## src/rtl/rr_arbiter4_pkg.sv

```systemverilog
// Shared definitions for the four-requester round-robin arbiter.
// Holds the FSM state encoding, requester count and index width, and
// the rotating-priority pick helper.
package rr_arbiter4_pkg;

  localparam int unsigned N_REQ = 4;
  localparam int unsigned IDX_W = 2;

  typedef enum logic {
    S_IDLE  = 1'b0,
    S_GRANT = 1'b1
  } state_e;

  // First set request found scanning start, start+1, ... modulo N_REQ.
  // Returns start when nothing is requested; callers gate on |req.
  function automatic logic [IDX_W-1:0] pick(input logic [N_REQ-1:0] req,
                                            input logic [IDX_W-1:0] start);
    logic [IDX_W-1:0] res;
    logic [IDX_W-1:0] idx;
    logic             found;
    res   = start;
    found = 1'b0;
    for (int i = 0; i < int'(N_REQ); i++) begin
      idx = start + IDX_W'(i);
      if (!found && req[idx]) begin
        res   = idx;
        found = 1'b1;
      end
    end
    return res;
  endfunction

endpackage

```

## src/rtl/rr_arbiter4_decoder2to4.sv

```systemverilog
// 2-to-4 one-hot decoder with enable.
// Ports:
//   idx_i - 2-bit select
//   en_i  - enable; output is all zero when low
//   dec_o - one-hot decode of idx_i, or zero
module rr_arbiter4_decoder2to4
  import rr_arbiter4_pkg::*;
(
  input  logic [IDX_W-1:0] idx_i,
  input  logic             en_i,
  output logic [N_REQ-1:0] dec_o
);

  always_comb begin
    dec_o = '0;
    if (en_i) begin
      dec_o[idx_i] = 1'b1;
    end
  end

endmodule

```

## src/rtl/rr_arbiter4.sv

```systemverilog
// Four-requester round-robin arbiter with grant hold and maximum hold time.
// Ports:
//   clk       - rising-edge clock
//   rst       - synchronous active-high reset
//   en        - arbiter enable; low releases any grant and blocks new ones
//   req       - per-requester request
//   gnt       - one-hot grant (decoded from gnt_idx, enabled by gnt_valid)
//   gnt_idx   - registered index of the owner; held while idle
//   gnt_valid - a grant is active
//   preempt   - registered one-cycle pulse: the last grant ended by timeout
module rr_arbiter4
  import rr_arbiter4_pkg::*;
#(
  parameter int unsigned MAX_HOLD = 8,
  parameter int unsigned CNT_W    = 8
) (
  input  logic             clk,
  input  logic             rst,
  input  logic             en,
  input  logic [N_REQ-1:0] req,
  output logic [N_REQ-1:0] gnt,
  output logic [IDX_W-1:0] gnt_idx,
  output logic             gnt_valid,
  output logic             preempt
);

  localparam logic [CNT_W-1:0] HoldLast = CNT_W'(MAX_HOLD - 1);

  state_e           state_q, state_d;
  logic [IDX_W-1:0] idx_q, idx_d;
  logic [IDX_W-1:0] ptr_q, ptr_d;
  logic [CNT_W-1:0] hold_cnt_q, hold_cnt_d;
  logic             preempt_q, preempt_d;

  logic owner_req;
  logic timeout;
  logic rel;

  // State register.
  always_ff @(posedge clk) begin
    if (rst) begin
      state_q    <= S_IDLE;
      idx_q      <= '0;
      ptr_q      <= '0;
      hold_cnt_q <= '0;
      preempt_q  <= 1'b0;
    end else begin
      state_q    <= state_d;
      idx_q      <= idx_d;
      ptr_q      <= ptr_d;
      hold_cnt_q <= hold_cnt_d;
      preempt_q  <= preempt_d;
    end
  end

  // Next-state logic.
  always_comb begin
    state_d    = state_q;
    idx_d      = idx_q;
    ptr_d      = ptr_q;
    hold_cnt_d = hold_cnt_q;
    preempt_d  = 1'b0;

    owner_req = req[idx_q];
    timeout   = (hold_cnt_q == HoldLast);
    rel       = !owner_req || timeout || !en;

    case (state_q)
      S_IDLE: begin
        if (en && |req) begin
          state_d    = S_GRANT;
          idx_d      = pick(req, ptr_q);
          hold_cnt_d = '0;
        end
      end
      S_GRANT: begin
        if (rel) begin
          ptr_d     = idx_q + 1'b1;
          // A drop coinciding with timeout counts as a drop, hence owner_req.
          preempt_d = timeout && owner_req && en;
          if (en && |req) begin
            // Zero-bubble handoff; scanning from idx+1 puts the old owner last.
            idx_d      = pick(req, idx_q + 1'b1);
            hold_cnt_d = '0;
          end else begin
            state_d = S_IDLE;
          end
        end else begin
          hold_cnt_d = hold_cnt_q + 1'b1;
        end
      end
      default: state_d = S_IDLE;
    endcase
  end

  // Outputs.
  always_comb begin
    gnt_valid = (state_q == S_GRANT);
    gnt_idx   = idx_q;
    preempt   = preempt_q;
  end

  rr_arbiter4_decoder2to4 u_dec (
    .idx_i (idx_q),
    .en_i  (gnt_valid),
    .dec_o (gnt)
  );

endmodule

```

## config.mk

```make
export PLATFORM = sky130hd
export DESIGN_NAME = rr_arbiter4
export DESIGN_NICKNAME = d
export VERILOG_FILES = /design/src/rtl/rr_arbiter4_pkg.sv /design/src/rtl/rr_arbiter4_decoder2to4.sv /design/src/rtl/rr_arbiter4.sv
export SDC_FILE = /design/constraint.sdc
export NUM_CORES = 1
export LEC_CHECK = 0
export CAP_MARGIN = 20
export CORE_UTILIZATION = 40
export DETAILED_ROUTE_END_ITERATION = 10
export GPL_ROUTABILITY_DRIVEN = 0
export PLACE_DENSITY_LB_ADDON = 0.08
export SYNTH_ARGS = -nofsm -noshare
export SYNTH_HDL_FRONTEND = slang
export SYNTH_SLANG_ARGS = --single-unit
```

## constraint.sdc

```tcl
create_clock -name clk -period 5.1 [get_ports clk]
set_input_delay 0.765 -clock clk [delete_from_list [all_inputs] [get_ports clk]]
set_output_delay 0.765 -clock clk [all_outputs]
set_load 0.05 [all_outputs]
```

Word-level counts from Yosys, hierarchy flattened
Cells that the tools add are included.

storage, ports and cells
  word-level logic and storage cells = 111
  output and inout bits = 8
  bits of input ports = 7
  register bits = 14

cells by class
  muxes and demuxes = 58
  magnitude comparators = 10
  equal/unequal tests = 4
  add/subtract/negate cells = 8
  bitwise logic cells = 2
  reductions and logical operators = 24

operator list
  cell                   number
  $mux W1                33
  $lt A2 B3 Y1 const B   9
  $bmux W1 S2            9
  $mux W2                9
  $mux W8                2
  $pmux W8 S2            1
  $logic_and A1 B1 Y1    10
  $add A2 B2 Y2 const B  4
  $add A8 B1 Y8 const B  1
  $eq A8 B3 Y1 const B   1
  $logic_not A1 Y1       8
  $add A2 B1 Y2 const B  3
  $mux W4                1
  $ne A2 B1 Y1 const B   2
  $pmux W2 S2            1
  $reduce_or A4 Y1       1
  $reduce_and A3 Y1      1
  $reduce_or A3 Y1       1
  $demux W1 S2           1
  $ge A2 B1 Y1 const B   1
  $logic_or A1 B1 Y1     2
  $ne A2 B2 Y1 const B   1
  $not A1 Y1             2
  $pmux W1 S2            1
  $reduce_and A2 Y1      1

Logic depth before layout (Yosys ltp)
  word-level depth = 25
  mapped depth = 7

Cells and area by module
From an unflattened synthesis, not the netlist that was laid out.

unflattened totals
  cell total of the unflattened synthesis = 125
  area total of the unflattened synthesis = 997.2 um^2

by module, submodules not included
  module                   cells each  times used  seq. area each (um^2)  area an instance (um^2)
  rr_arbiter4              121         1           280.3                  959.7
  rr_arbiter4_decoder2to4  4           1           0.0                    37.5

Worst setup path before layout
No wires, ideal clock.

  kind = register to register
  from = reg idx_q[0], in the netlist gnt_idx[0]
  to = reg idx_q[0], in the netlist gnt_idx[0]
  stages on the path, launching flop included = 8
  data required time = 4.981 ns
  library setup time = 0.119 ns
  data arrival time = 2.280 ns
  path slack = 2.701 ns
  clock period less this slack = 2.399 ns
  cell sequence = dfxtp_1 > inv_1 > ha_1 > nand2b_1 > a21oi_1 > o221ai_1 > a211o_2 > o221a_1

on the way
  cells in the longest elaborated chain, start to end = 25
  elaborated cells between the ends (all ways) = 43
  classes of those cells = add/sub: 4; eq/ne: 1; mux: 28; reduce/logical: 10

RTL lines
  element                        RTL line               source
  start, declared                rr_arbiter4.sv:30      logic [IDX_W-1:0] idx_q, idx_d;
  start signal, assigned         rr_arbiter4.sv:49      idx_q <= idx_d;
  $add A2 B1 Y2                  rr_arbiter4.sv:83      idx_d = pick(req, idx_q + 1'b1);
  $bmux W1 S2                    rr_arbiter4_pkg.sv:25  if (!found && req[idx]) begin
  $mux W1 (implied by the code)  rr_arbiter4_pkg.sv:25
  $mux W1                        rr_arbiter4_pkg.sv:25
  $mux W1                        rr_arbiter4.sv:81      if (en && |req) begin
  $mux W1                        rr_arbiter4.sv:77      if (rel) begin
  $mux W1                        rr_arbiter4.sv:68      case (state_q)
  $logic_not A1 Y1               rr_arbiter4_pkg.sv:25
  (+9 left out)                  --
  $mux W1                        rr_arbiter4.sv:77
  $mux W1                        rr_arbiter4.sv:68
  $logic_not A1 Y1               rr_arbiter4_pkg.sv:25
  $logic_and A1 B1 Y1            rr_arbiter4_pkg.sv:25
  $mux W2                        rr_arbiter4_pkg.sv:25
  $mux W2                        rr_arbiter4.sv:81
  $mux W2                        rr_arbiter4.sv:77
  $pmux W2 S2                    rr_arbiter4.sv:68

Several ways; a longest one is shown, not always the timed one. The select of a mux whose other input is x is not followed.
A chain may end at the register's enable or synchronous reset.

Worst setup path after layout
  from = reg idx_q[0], in the netlist gnt_idx[0]
  to = out gnt[2]

on the way
  cells in the longest elaborated chain, start to end = 5
  elaborated cells between the ends (all ways) = 6
  classes of those cells = order compare: 2; mux: 3; reduce/logical: 1

RTL lines
  element                                                             RTL line                       source
  $lt A2 B3 Y1 (implied by the code) or $ge A2 B1 Y1 (tied branches)  rr_arbiter4_decoder2to4.sv:17  dec_o[idx_i] = 1'b1;
  $logic_and A1 B1 Y1 (implied by the code)                           rr_arbiter4_decoder2to4.sv:17
  $mux W1 (implied by the code)                                       rr_arbiter4_decoder2to4.sv:17
  $demux W1 S2 (*)                                                    --
  $mux W4 (*)                                                         rr_arbiter4_decoder2to4.sv:16  if (en_i) begin
  end, declared                                                       rr_arbiter4.sv:21              output logic [N_REQ-1:0] gnt,

Every way passes the cells marked *; elsewhere a longest branch is shown, timed or not.

==> results.py <==
metrics = {
    "placement": {
        "detailedPlacementHpwl_um": 1514,
        "dpl_worst_slack_ns": 2.154,
        "port_buffers": 14,
    },
    "cells_and_area": {
        "filler_cell_count": 220,
        "post_route_cells_drive_above_1_share_pct": 8.594,
        "antennaDiodeCount": 0,
        "post-route-util_pct": 51.42,
        "area.growth.synth_to_final_pct": 17.41,
        "leading_cell_types_in_the_layout_fill_and_taps_excluded": "sky130_fd_sc_hd__dfxtp_1 (14), sky130_fd_sc_hd__clkdlybuf4s50_1 (14), sky130_fd_sc_hd__a21oi_1 (12)",
        "nNetsFinal": 141,
        "multi_input_comb_area_um2": 666.9,
        "final-seq-area_um2": 280.3,
    },
    "synthesis": {
        "synth.largest_area_cell": "sky130_fd_sc_hd__dfxtp_1",
        "synthArstFlopShare_pct": 0,
        "synth_edf_count": 0,
        "synthDistinctLibCells": 40,
        "synthCells": 117,
        "postSynthRegisterBits": 14,
        "post_synth_instance_area_um2": 1006,
        "avgSynthCellArea_um2": 8.598,
        "yosys_warnings": 0,
        "synth_ff_type": "sky130_fd_sc_hd__dfxtp_1",
        "post_synth_main_area_contributors": "sky130_fd_sc_hd__dfxtp_1 (28%), sky130_fd_sc_hd__nand2b_1 (6.8%), sky130_fd_sc_hd__ha_1 (6.2%), sky130_fd_sc_hd__a21oi_1 (6.0%), sky130_fd_sc_hd__a311oi_1 (5.2%)",
        "synth_top_cell_area_share_pct": 27.86,
        "synthesis.nets": 129,
        "sequential_element_share_of_the_synthesized_area_pct": 27.86,
    },
    "clocking": {
        "resized_gates_after_cts": 0,
        "cts.sinks": 14,
        "cts_setup_buffers": 0,
        "cts_hold_buffers": 0,
        "clock_tree_from_tritoncts": "built",
        "htreeDepth": 1,
        "worst_setup_hold_path_clk_slew_ns": 0.08,
        "clk_root_buffer_cell": "sky130_fd_sc_hd__clkbuf_4",
        "cts_made_buffers": 3,
        "worstSkewPairLatency_ns": 0.28,
        "cts-root-to-sink-buffers": 2,
    },
    "route": {
        "dr_total_vias": 930,
        "antenna_violating_nets_post_route": 0,
        "drtPass1Iterations": 4,
        "wirelength_um": 2146,
        "vias_per_cell": 5.962,
        "drt_iter0_markers": 31,
        "routedWlPerCell_um": 13.76,
        "drc": 0,
    },
    "timing": {
        "totalNegativeSetupSlack_ns": 0,
        "tightestPinTransition_ns": 0.8324,
        "min_period_ns": 2.778,
        "crit_share_post_route_pct": 54.47,
        "report.final.hold_viol_count": 0,
        "finalMaxSlewViolations": 0,
        "report.final.setup_viol": 0,
        "final.setup.worst_slack_ns": 2.322,
        "finalClockSkew_ns": 0.0005125,
        "slew_headroom_pct": 43.78,
        "peak_clock_frequency_supported_by_timing_ghz": 0.3600,
        "grt_setup_unrepaired": "false",
    },
    "setup_path": {
        "r2r-start": "gnt_idx[0]$_SDFFE_PP0P_",
        "required_ns": 4.34,
        "critical_path_arrival_ns": 2.01,
        "worstSetupPathType": "reg2out",
        "cell_count_of_the_worst_reg_to_reg_path": 7,
        "worst-r2r-setup-slack_ns": 2.85,
        "r2r_end": "gnt_idx[0]$_SDFFE_PP0P_",
        "startpoint_type": "flip-flop",
        "crit_path_end_kind": "primary output",
        "cp_max_fo": 9,
    },
    "run": {
        "maxCapViolCount": 0,
    },
    "worst_hold_path": {
        "timing.hold.worst_path_depth": 1,
        "min_from": "hold_cnt_q[7]$_SDFF_PP0_",
        "hold_path_end": "hold_cnt_q[7]$_SDFF_PP0_",
        "worst_hold_path_type": "reg2reg",
    },
    "floorplan": {
        "placement_rows": 17,
        "fp.dieW_um": 52.15,
        "floorplan.io_pins": 15,
        "die_h_um": 52.15,
        "die_area_um2": 2720,
        "core_footprint_um2": 2297,
        "floorplan.initialDensity_pct": 43.79,
    },
    "pwr": {
        "power_density_nw_per_um2": 226.6,
        "power.leakage_uw": 0.0004176,
        "ir_worst_vdd_v": 0.0001273,
    },
    "grt": {
        "first_global_vias": 776,
        "globalRoute.totalOverflow": 0,
        "grt_use_total_pct": 18.56,
        "grt_first_pass_wirelength_um": 3691,
        "grt_antenna_before_repair": 0,
        "maximum_number_of_pins_on_one_net_before_global_route_repair": 18,
    },
    "outcome": {
        "run_status": "finished clean",
    },
}
power by group:
part	leakage (uW)	internal (uW)	switching [uW]
sequential	0.000114	113	6.25
clock	0.0000210	43.5	35.7
combinational	0.000283	28.8	40.7
total	0.000418	185	82.7
registers in the layout, summed over array words and instances (netlist names):
name / cells
hold_cnt_q: 8
gnt_idx: 2
ptr_q: 2
gnt_valid: 1
preempt: 1
layer usage:
layer | up-vias | wire length (um) | GRT usage (%)
met5 | - | 0 | 0
met4 | 0 | 23 | 5.263
met3 | 4 | 92 | 4.386
met2 | 29 | 955 | 27.56
met1 | 429 | 1073 | 26.47
li1 | 468 | - | -
how the worst max path moves through the flow:
stage / startpoint / to / slack [ns] / cells past startpoint
after detailed placement: req[0] / hold_cnt_q[7]$_SDFF_PP0_ / 2.15 / 6
after global placement: req[0] / gnt_idx[0]$_SDFFE_PP0P_ / 2.24 / 6
after floorplan: gnt_idx[0]$_SDFFE_PP0P_ / gnt_idx[0]$_SDFFE_PP0P_ / 2.70 / 7
after CTS: gnt_idx[0]$_SDFFE_PP0P_ / gnt[2] / 2.31 / 4
after global routing: req[1] / hold_cnt_q[6]$_SDFF_PP0_ / 2.15 / 6
final: gnt_idx[0]$_SDFFE_PP0P_ / gnt[2] / 2.32 / 4
Yosys cell counts (all sizes together), types with 2 or more instances:
cell type / instances
a211oi: 4
inv: 6
o21ai: 3
a31oi: 3
and2: 4
a41oi: 2
and3: 4
clkbuf: 4
nor2: 6
a21oi: 12
a311oi: 6
buf: 3
o22ai: 3
nand2: 5
nor3: 2
ha: 5
nand3: 2
dfxtp: 14
nand2b: 11
per-stage QoR:
| stage | power (uW) | cells | cell area, um^2 | hold slack [ns] |
|---|---|---|---|---|
| 6_report | 267.6 | 156 | 1181 | 0.5003 |
| 5_1_grt | 283.6 | 156 | 1181 | 0.5411 |
| 4_1_cts | 268.5 | 156 | 1181 | 0.5055 |
| 3_5_place_dp | 190.1 | 152 | 1145 | 0.4868 |
| 3_3_place_gp | 189.7 | 152 | 1145 | 0.4805 |
| 2_1_floorplan | 170.6 | 117 | 1006 | 0.4517 |
layout make-up:
type	count	area share, %
sequential	14	23.73
multi-input combinational	90	56.46
inverter	6	1.907
tap	28	2.966
clock buffer	4	3.072
timing repair buffer	14	11.86
kinds of logic after synthesis:
kind of cell             share of synthesized area, %
AO/OA/AOI/OAI                                   31.59
AND/OR/NAND/NOR                                 23.76
flip-flops                                      27.86
buffers and inverters                           5.845
adder cells (fa/ha/maj)                         6.219
multiplexers                                    4.727
worst max-delay path, stage by stage, from the launching register on:
cell	delay [ns]
sky130_fd_sc_hd__dfxtp_1	0.51
sky130_fd_sc_hd__inv_1	0.17
sky130_fd_sc_hd__ha_1	0.22
sky130_fd_sc_hd__and2_1	0.15
sky130_fd_sc_hd__clkdlybuf4s50_1	0.69
Power figures use the tool's default switching activity.
